File: config.mk
export PLATFORM = sky130hd
export DESIGN_NAME = seq_pattern_gen
export DESIGN_NICKNAME = d
export VERILOG_FILES = /design/src/rtl/seq_pkg.sv /design/src/rtl/seq1011_track.sv /design/src/rtl/seq_pattern_gen.sv
export SDC_FILE = /design/constraint.sdc
export NUM_CORES = 1
export LEC_CHECK = 0
export CORE_AREA = 2 2 53 80
export DETAILED_ROUTE_END_ITERATION = 7
export DIE_AREA = 0 0 55 82
export PLACE_DENSITY = 0.82
export SLEW_MARGIN = 15
export SYNTH_ARGS = -nofsm -noshare
export SYNTH_HDL_FRONTEND = slang
export SYNTH_SLANG_ARGS = --single-unit
File: constraint.sdc
create_clock -name clk -period 5.3 [get_ports clk]
set_clock_uncertainty 0.1 [all_clocks]
set_input_delay 1.06 -clock clk [delete_from_list [all_inputs] [get_ports clk]]
set_output_delay 1.06 -clock clk [all_outputs]
set_load 0.03 [all_outputs]
File: src/rtl/seq_pkg.sv
// Shared types and constants for the 1011 pattern generator and tracker.
package seq_pkg;

  typedef enum logic {
    IDLE,
    SHIFT
  } fsm_state_t;

  typedef enum logic [1:0] {
    S0,
    S1,
    S10,
    S101
  } trk_state_t;

  localparam logic [3:0] SEQ_1011 = 4'b1011;

endpackage

File: src/rtl/seq1011_track.sv
// Mealy detector for overlapping 1011 on a qualified serial bit stream.
// state | meaning
// S0    | no useful prefix seen
// S1    | last bit was 1
// S10   | last bits were 10
// S101  | last bits were 101; a 1 now completes a match
module seq1011_track
  import seq_pkg::*;
(
  input  logic clk,
  input  logic rst_n,
  input  logic clr,
  input  logic bit_in,
  input  logic bit_en,
  output logic hit
);

  trk_state_t st_q, st_d;

  always_ff @(posedge clk or negedge rst_n) begin
    if (!rst_n) st_q <= S0;
    else        st_q <= st_d;
  end

  always_comb begin
    st_d = st_q;
    hit  = 1'b0;
    if (clr) begin
      st_d = S0;
    end else if (bit_en) begin
      case (st_q)
        S0:   st_d = bit_in ? S1 : S0;
        S1:   st_d = bit_in ? S1 : S10;
        S10:  st_d = bit_in ? S101 : S0;
        S101: begin
          // A completed match leaves a trailing 1, so matches can overlap.
          if (bit_in == SEQ_1011[0]) begin
            hit  = 1'b1;
            st_d = S1;
          end else begin
            st_d = S10;
          end
        end
        default: st_d = S0;
      endcase
    end
  end

endmodule

File: src/rtl/seq_pattern_gen.sv
// Serial MSB-first pattern transmitter with optional back-to-back repeat
// and a saturating count of 1011 matches emitted.
// state | meaning
// IDLE  | waiting for a pattern load; pat_ready high
// SHIFT | emitting one pattern bit per cycle
module seq_pattern_gen
  import seq_pkg::*;
#(
  parameter int WIDTH = 8,
  parameter int LEN_W = 4
) (
  input  logic             clk,
  input  logic             rst_n,
  input  logic [WIDTH-1:0] pat_data,
  input  logic [LEN_W-1:0] pat_len,
  input  logic             pat_valid,
  output logic             pat_ready,
  input  logic             repeat_en,
  input  logic             stop,
  output logic             xout,
  output logic             xout_valid,
  output logic             busy,
  output logic             done,
  output logic [7:0]       hit_cnt
);

  localparam logic [LEN_W-1:0] LEN_FULL = LEN_W'(WIDTH);
  localparam logic [LEN_W-1:0] CNT_LAST = LEN_W'(1);

  fsm_state_t       state_q, state_d;
  logic [WIDTH-1:0] shreg_q, shreg_d;
  logic [WIDTH-1:0] reload_q, reload_d;
  logic [LEN_W-1:0] cnt_q, cnt_d;
  logic [LEN_W-1:0] len_q, len_d;
  logic [LEN_W-1:0] eff_len;
  logic             xout_d, xout_valid_d, pat_ready_d, busy_d, done_d;
  logic [7:0]       hit_cnt_d;
  logic             load, bit_en, hit;

  assign eff_len = ((pat_len == '0) || (pat_len > LEN_FULL)) ? LEN_FULL : pat_len;
  assign load    = pat_valid && pat_ready;
  assign bit_en  = (state_q == SHIFT);

  seq1011_track u_track (
    .clk    (clk),
    .rst_n  (rst_n),
    .clr    (load),
    .bit_in (xout),
    .bit_en (bit_en),
    .hit    (hit)
  );

  always_comb begin
    state_d   = state_q;
    shreg_d   = shreg_q;
    reload_d  = reload_q;
    cnt_d     = cnt_q;
    len_d     = len_q;
    done_d    = 1'b0;
    hit_cnt_d = hit_cnt;

    if (load) begin
      hit_cnt_d = '0;
    end else if (hit && (hit_cnt != 8'hFF)) begin
      hit_cnt_d = hit_cnt + 8'd1;
    end

    case (state_q)
      IDLE: begin
        if (load) begin
          shreg_d  = pat_data;
          reload_d = pat_data;
          cnt_d    = eff_len;
          len_d    = eff_len;
          state_d  = SHIFT;
        end
      end
      SHIFT: begin
        // stop beats both the reload and the done pulse on the last bit
        if (stop) begin
          state_d = IDLE;
        end else if (cnt_q == CNT_LAST) begin
          if (repeat_en) begin
            shreg_d = reload_q;
            cnt_d   = len_q;
          end else begin
            state_d = IDLE;
            done_d  = 1'b1;
          end
        end else begin
          shreg_d = {shreg_q[WIDTH-2:0], 1'b0};
          cnt_d   = cnt_q - CNT_LAST;
        end
      end
      default: state_d = IDLE;
    endcase

    xout_valid_d = (state_d == SHIFT);
    busy_d       = (state_d == SHIFT);
    pat_ready_d  = (state_d == IDLE);
    xout_d       = (state_d == SHIFT) ? shreg_d[WIDTH-1] : 1'b0;
  end

  always_ff @(posedge clk or negedge rst_n) begin
    if (!rst_n) begin
      state_q    <= IDLE;
      shreg_q    <= '0;
      reload_q   <= '0;
      cnt_q      <= '0;
      len_q      <= '0;
      xout       <= 1'b0;
      xout_valid <= 1'b0;
      pat_ready  <= 1'b1;
      busy       <= 1'b0;
      done       <= 1'b0;
      hit_cnt    <= '0;
    end else begin
      state_q    <= state_d;
      shreg_q    <= shreg_d;
      reload_q   <= reload_d;
      cnt_q      <= cnt_d;
      len_q      <= len_d;
      xout       <= xout_d;
      xout_valid <= xout_valid_d;
      pat_ready  <= pat_ready_d;
      busy       <= busy_d;
      done       <= done_d;
      hit_cnt    <= hit_cnt_d;
    end
  end

endmodule

# Word level (Yosys, flattened, before mapping)
# Cells that the tools add are included.
word_totals:
  latch_bits: 0
  out_inout_bits: 13
  romBits: 0
  register_bits: 38
  wordCells: 67
  mem_bits_rw: 0
  in_bits: 17
  mem_count: 0
op_classes:
  div: 0
  n_eq_ne: 8
  n_lt_le_gt_ge: 1
  shifts: 0
  addsub: 2
  n_reduce_logical: 10
  bitwise_logic: 2
  muxes: 33
  mul: 0
op_table:
  columns: ["cell", "n"]
  rows:
  - ["two-way mux 8 bit", 6]
  - ["two-way mux 4 bit", 5]
  - ["one-hot mux 8 bit (2 select lines)", 1]
  - ["two-way mux 1 bit", 14]
  - ["adder 8 x 1 -> 8 bit (second input constant)", 1]
  - ["two-way mux 2 bit", 4]
  - ["!= test 8 bit (second input constant)", 1]
  - ["one-hot mux 4 bit (2 select lines)", 1]
  - ["one-hot mux 2 bit (3 select lines)", 1]
  - ["equality test 2 bit (second input constant)", 2]
  - ["equality test 4 x 1 -> 1 bit (second input constant)", 1]
  - ["> comparator 4 bit (second input constant)", 1]
  - ["zero test 4 bit", 1]
  - ["!= test 2 bit (second input constant)", 2]
  - ["nonzero test 2 bit", 2]
  - ["subtractor 4 x 1 -> 4 bit (second input constant)", 1]
  - ["!= test 3 bit (second input constant)", 1]
  - ["AND reduction 3 bit", 1]
  - ["equality test 2 x 1 -> 1 bit (second input constant)", 1]
  - ["logical AND 1 bit", 2]
  - ["zero test 2 bit", 1]
  - ["NOT 1 bit", 2]
  - ["one-hot mux 1 bit (2 select lines)", 1]
  - ["AND reduction 2 bit", 1]
  - ["2 further kinds", 2]

# Logic depth before layout (Yosys ltp)
# Gate-level depths: netlist of run 1.
logic_depth:
  depth_word: 7
  depth_mapped: 9
  depth_no_buf: 8

# Modules after synthesis
# A second synthesis of run 1 with hierarchy kept.
unflattened:
  cells_unflattened: 190
  area_unflattened_um2: 1816.7
modules_own_cells:
  columns: ["module", "n_inst", "cells_per_inst", "area_per_inst_um2", "seq_area_each_um2"]
  rows:
  - ["seq_pattern_gen", 1, 179, 1715.4, 877.1]
  - ["seq1011_track", 1, 11, 101.3, 50.0]

# Worst setup path before layout of run 1
# OpenSTA, ideal clock, no wires.
synth_path:
  path_type: "in2reg"
  start: "input stop"
  end: "register shreg_q[0]"
  n_path_buf: 2
  t_arrival_ps: 2130
  required_ps: 5074
  path_slack_ps: 2944
  cell_stages: 6
  setup_ps: 126
  cell_sequence: "nand2b_1 -> or2_1 -> buf_6 -> and2_4 -> buf_6 -> a221o_1"
synth_between:
  elab_chain_len: 2
synth_lines:
  columns: ["element", "line_no", "text"]
  rows:
  - ["start, declared", "seq_pattern_gen.sv:19", "input logic stop,"]
  - ["!= test 2 bit (no line)", null, null]
  - ["AND reduction 3 bit (no line)", null, null]
  - ["end signal, assigned", "seq_pattern_gen.sv:119", "shreg_q <= shreg_d;"]
  - ["end, declared", "seq_pattern_gen.sv:31", "logic [WIDTH-1:0] shreg_q, shreg_d;"]
# Every way passes these cells.
# A chain may end at the register's enable or synchronous reset.

==> out/qor.tcl, run 1 <==
set qor(run_status) {complete, no violations}
set qor(utilization_pct) 57.1
set qor(final_cycle_utilization_of_the_critical_path_pct) 53.7
set qor(synth_cell_area_um2) 1830
set qor(route.antenna.remaining_nets) 0
set qor(clkLatencyLatePin_ns) 0.29
set qor(multiInputGateArea_um2) 805
set qor(critical_path.top_delay_family) {buffers and inverters}
set qor(die_w_um) 55
set qor(synth_async_sr_flop_share_pct) 100
set qor(dp_hpwl_mm) 2.78
set qor(post_route_cells_drive_above_1_share_pct) 6.36
set qor(htree_levels) 2
set qor(port-buffer-count) 29
set qor(worst_ep_required_time_ns) 4.14
set qor(route.final.wire_length_mm) 3.89
set qor(crit_path_start) {bit_en}
set qor(cts.repair_timing.setup_buffer_count) 0
set qor(route.detailed.wl_per_inst_um) 14.7
set qor(grt_start_max_net_pins) 38
set qor(synthFlopType) {dfrtp_1}
set qor(total_leakage_power_nw) 0.989
set qor(power_density_nw_per_um2) 463
set qor(net-switching-power_w) 0.000390
set qor(p_seq_share_pct) 46.0
set qor(final_cell_count_no_fill) 265
set qor(setup_total_negative_slack_ns) 0
set qor(finalNetCount) 239
set qor(timing.fmax_ghz) 0.351
set qor(global_route_usage_sum_pct) 20.5
set qor(first_pass_grt_wire_length_mm) 6.68
set qor(total_nets_after_synthesis) 213
set qor(cts_max_path_buffers) 2
set qor(max-cap-violations) 0
set qor(first_global_vias) 1446
set qor(detail_route.drc_violations) 0
set qor(grt-ovfl-total) 0
set qor(yosysWarnings) 0
set qor(top_level_ports) 30
set qor(post_cts_hold_buffer_count) 0
set qor(worst-r2r-cell-count) 8
set qor(cts.sink_count) 37
set qor(critical-path-max-stage-delay_ns) 0.77
set qor(cp_cell_sequence) {clkdlybuf4s50_1}
set qor(num_rows) 28
set qor(slew-limit-headroom_pct) 59.5
set qor(synth_area_per_cell_um2) 9.48
set qor(clk_transition_reported_paths_ns) 0.07
set qor(timing.critical_path.from_type) {flip-flop}
set qor(dp_cells) 257
set qor(number_of_synthesized_flops_with_an_enable_pin) 0
set qor(setup_violation_total_in_the_final_timing_report) 0
set qor(layout.filler_cells) 338
set qor(reg2reg_to) {cnt_q[0]}
set qor(chipHeight_um) 82
set qor(portion_of_the_post_synthesis_area_used_by_sequential_elements_pct) 50.7
set qor(cp_max_fo) 14
set qor(area_growth_syn_to_layout_pct) 20.4
set qor(postSynthRegisterBits) 37
set qor(vdd_drop_max_mv) 0.315
set qor(comb_power_share_pct) 35.1
set qor(timing.hold.ws_ns) 0.381
set qor(grt_antenna_before_repair) 0
set qor(r2r_start) {cnt_q[1]}
set qor(share_clk_of_total_power_pct) 18.9
set qor(routed_via_density) 5.70
set qor(worst-slew-pin-transition_ns) 0.606
set qor(cp.arrival_ns) 1.69
set qor(setup.reg_to_reg.worst_slack_ns) 3.22
set qor(netlist_instances) 193
set qor(total_power_w) 0.00102
set qor(gp_congestion) 0.785
set qor(p_sw_share_pct) 38.2
set qor(die_area_um2) 4510
set qor(cp-endpoint) {xout_valid}
set qor(p_int_w) 0.000630
set qor(detail_route.first_pass.iterations) 5
set qor(coreArea_um2) 3850
set qor(critical_path_depth) 1
set qor(antenna_cells) 0
set qor(initial_core_util_pct) 47.5
set qor(regArea_um2) 927
set qor(finalCriticalPeriod_ns) 2.85
set qor(type_of_the_tightest_min_delay_check) {reg2reg}
set qor(drt_iter0_markers) 56
set qor(via_count) 1511
set qor(finalHoldViolCount) 0
set qor(numCtsBuffers) 5
set qor(critical_path.slowest_cell) {clkdlybuf4s50_1}
set qor(clock_tree_from_tritoncts) {built}
set qor(netlist-cell-type-count) 44
set qor(critical_path_class) {reg2out}
set qor(cp_num_buf_inv) 1
set qor(unrepaired_setup_endpoints_after_global_routing) {no}
set qor(final_max_slew_viol_count) 0
set qor(post_cts_resized) 0
set qor(cts.root.buffer_cell) {clkbuf_8}
set qor(kind_of_end_point_of_the_critical_path) {primary output}
==> kinds of logic after synthesis <==
kind of cell | Yosys count | share of synthesized area (%)
compound gates | 43 | 16.3
buf+inv | 19 | 5.33
fa+ha+maj | 3 | 2.05
mux | 4 | 2.26
flops | 37 | 50.7
simple gates | 86 | 22.9
xor+xnor | 1 | 0.479
==> metrics by stage <==
step,cell area (µm²),setup WS (ns)
CTS,2200,2.45
finish,2200,2.45
floorplan,1830,2.94
global route,2200,2.37
detailed placement,2120,2.39
global placement,2120,2.39
==> layout make-up <==
cell class                 instances  share of cell area, %
sequential                        37                   42.1
tap                               45                   2.56
timing repair buffer              30                   13.5
clock buffer                       5                   3.13
inverter                           8                   1.36
multi-input combinational        137                   36.5
clock inverter                     3                  0.795
==> per-layer routing <==
metal | share of wire [%] | up-vias | track usage [%]
li1 | - | 731 | -
met1 | 42 | 734 | 25.2
met2 | 53 | 42 | 35.1
met5 | 0 | - | 0
met3 | 4.0 | 4 | 4.91
met4 | 1.2 | 0 | 5.12
==> cell usage after synthesis (3+ instances only) <==
| cell | count | area [µm²] |
|---|---|---|
| clkbuf_1 | 4 | 15.0 |
| a221o_1 | 7 | 70.1 |
| nor2_1 | 9 | 33.8 |
| nand4_1 | 4 | 25.0 |
| ha_1 | 3 | 37.5 |
| a21oi_1 | 10 | 50.1 |
| inv_1 | 7 | 26.3 |
| o21ai_0 | 9 | 45.0 |
| dfrtp_1 | 36 | 901 |
| nand2b_1 | 4 | 25.0 |
| nand2_1 | 44 | 165 |
| mux2i_1 | 3 | 30.0 |
| buf_2 | 3 | 15.0 |
| nor3_1 | 7 | 35.0 |
| a211oi_1 | 4 | 30.0 |
==> cells in the final DEF (no fill, tap or decap), drive strengths merged, types with 2 or more instances in the layout <==
cell type      synthesis  layout
nand2                 44      44
dfrtp                 36      36
clkdlybuf4s50          0      29
a21oi                 10      10
o21ai                 10      10
nor2                   9       9
inv                    8       8
nor3                   7       7
a221o                  7       7
clkbuf                 4       5
nand2b                 4       4
a211oi                 4       4
nand4                  4       4
mux2i                  3       3
ha                     3       3
and2                   3       3
nand3b                 2       2
nand3                  2       2
and4                   2       2
and3                   2       2
a31oi                  2       2
o31ai                  2       2
nor2b                  2       2
clkinv                 0       2
==> worst min path at each step <==
stage	cells after the start	slack [ns]	to	startpoint
floorplan	2	0.34	len_q[2]	len_q[2]
global placement	2	0.36	reload_q[5]	reload_q[5]
detailed placement	2	0.36	reload_q[1]	reload_q[1]
CTS	2	0.38	reload_q[5]	reload_q[5]
global route	2	0.41	reload_q[2]	reload_q[2]
finish	2	0.38	reload_q[5]	reload_q[5]
==> state kept, by name (all words and copies together) (netlist names) <==
| register | flops |
|---|---|
| hit_cnt | 8 |
| reload_q | 8 |
| shreg_q | 7 |
| cnt_q | 4 |
| len_q | 4 |
| u_track.st_q | 2 |
| bit_en | 1 |
| done | 1 |
| pat_ready | 1 |
| xout | 1 |
==> power groups by stage <==
stage	sequential (W)	combinational [W]	clock, W
after floorplan	0.000453	0.000288	0
after global placement	0.000470	0.000348	0
after detailed placement	0.000470	0.000360	0
after CTS	0.000467	0.000360	0.000199
after global routing	0.000481	0.000409	0.000210
final	0.000469	0.000358	0.000193
(Power assumes the default switching activity.)
==> run 2, diff against run 1 <==
- clock period: 5.3 -> 2.7 ns (I/O delays scaled with it)
==> out/qor.tcl, run 2 (synthesis gave the netlist of run 1 again) <==
set qor(run_status) {complete, no violations}
set qor(antenna_cells) 0
set qor(type_of_the_tightest_min_delay_check) {reg2reg}
set qor(num_rows) 28
set qor(grt_start_max_net_pins) 38
set qor(final_cycle_utilization_of_the_critical_path_pct) 86.7
set qor(cts.root.buffer_cell) {clkbuf_8}
set qor(top_level_ports) 30
set qor(power_density_nw_per_um2) 913
set qor(first_pass_grt_wire_length_mm) 6.68
set qor(cts.repair_timing.setup_buffer_count) 0
set qor(routed_via_density) 5.65
set qor(die_area_um2) 4510
set qor(worst-r2r-cell-count) 6
set qor(initial_core_util_pct) 47.5
set qor(detail_route.first_pass.iterations) 4
set qor(clock_tree_from_tritoncts) {built}
set qor(critical_path.slowest_cell) {clkdlybuf4s50_1}
set qor(slew-limit-headroom_pct) 61.5
set qor(via_count) 1514
set qor(cts.sink_count) 37
set qor(die_w_um) 55
set qor(utilization_pct) 57.6
set qor(finalNetCount) 242
set qor(post_route_cells_drive_above_1_share_pct) 7.17
set qor(total_leakage_power_nw) 1.00
set qor(layout_commonest_cell) {nand2_1}
set qor(finalCriticalPeriod_ns) 2.34
set qor(critical_path.top_delay_family) {buffers and inverters}
set qor(setup_total_negative_slack_ns) 0
set qor(cp_cell_sequence) {clkdlybuf4s50_1}
set qor(worstHoldPathCells) 2
set qor(critical_path_depth) 1
set qor(final_max_slew_viol_count) 0
set qor(dp_hpwl_mm) 2.77
set qor(top_registers) {hit_cnt: 8 flops, reload_q: 8 flops, shreg_q: 7 flops}
set qor(unrepaired_setup_endpoints_after_global_routing) {no}
set qor(clkLatencyLatePin_ns) 0.29
set qor(drt_iter0_markers) 53
set qor(route.final.wire_length_mm) 3.94
set qor(global_route_usage_sum_pct) 21.0
set qor(final_design_area_no_fill_um2) 2220
set qor(cp_max_fo) 14
set qor(port-buffer-count) 29
set qor(first_global_vias) 1488
set qor(post_cts_resized) 0
set qor(worst-slew-pin-transition_ns) 0.578
set qor(vdd_drop_max_mv) 0.619
set qor(setup_violation_total_in_the_final_timing_report) 0
set qor(critical_path_class) {reg2out}
set qor(detail_route.drc_violations) 0
set qor(layout.filler_cells) 358
set qor(post_cts_hold_buffer_count) 0
set qor(kind_of_end_point_of_the_critical_path) {primary output}
set qor(grt_antenna_before_repair) 0
set qor(numCtsBuffers) 5
set qor(route.detailed.wl_per_inst_um) 14.7
set qor(coreArea_um2) 3850
set qor(area_growth_syn_to_layout_pct) 21.4
set qor(chipHeight_um) 82
set qor(timing.fmax_ghz) 0.427
set qor(layout_common_cells) {nand2_1 (44), dfrtp_1 (36), clkdlybuf4s50_1 (29)}
set qor(gp_congestion) 0.771
set qor(worst_ep_required_time_ns) 2.06
set qor(cts_max_path_buffers) 2
set qor(timing.critical_path.from_type) {flip-flop}
set qor(finalHoldViolCount) 0
set qor(clk_transition_reported_paths_ns) 0.07
set qor(htree_levels) 2
set qor(cp_num_buf_inv) 1
set qor(max-cap-violations) 0
set qor(cp.arrival_ns) 1.70
set qor(route.antenna.remaining_nets) 0
set qor(detailed_place.area_um2) 2140
set qor(grt-ovfl-total) 0
set qor(critical-path-max-stage-delay_ns) 0.76
set qor(total_power_w) 0.00203
## run 2: cell type report
cell class                 instances  area, µm²  area share [%]
sequential                        37        927            41.7
multi-input combinational        137        805            36.2
timing repair buffer              33        320            14.4
clock buffer                       6       72.6            3.27
tap                               45       56.3            2.54
inverter                           8       30.0            1.35
clock inverter                     2       10.0           0.451
## run 2: worst paths after layout
path / from / endpoint / slack [ns]
max in group asynchronous: rst_n / pat_ready / 1.59
min: reload_q[4] / reload_q[4] / 0.38
max: bit_en / xout_valid / 0.36
min reg2reg: reload_q[4] / reload_q[4] / 0.38
min in group asynchronous: rst_n / hit_cnt[3] / 0.56
max reg2reg: cnt_q[1] / shreg_q[3] / 0.64
## run 2: per-layer routing
metal | track usage (%) | up-vias | part of all wire [%]
met5 | 0 | - | 0
met2 | 35.4 | 43 | 52
met1 | 24.3 | 725 | 41
met3 | 4.36 | 10 | 3.8
li1 | - | 736 | -
met4 | 10.7 | 0 | 2.7
## run 2: report_power, final
part / switching, W / internal [W] / leakage [nW]
Clock: 0.000197 / 0.000179 / 0.0450
Sequential: 0.000172 / 0.000748 / 0.474
Combinational: 0.000403 / 0.000328 / 0.484
Total: 0.000772 / 0.00125 / 1.00
## run 2: stage by stage
stage	setup WS [ns]	cells	hold WS, ns
final	0.359	268	0.379
after global routing	0.258	268	0.396
after CTS	0.348	268	0.379
after detailed placement	0.514	260	0.362
after global placement	0.524	260	0.357
after floorplan	0.791	193	0.144
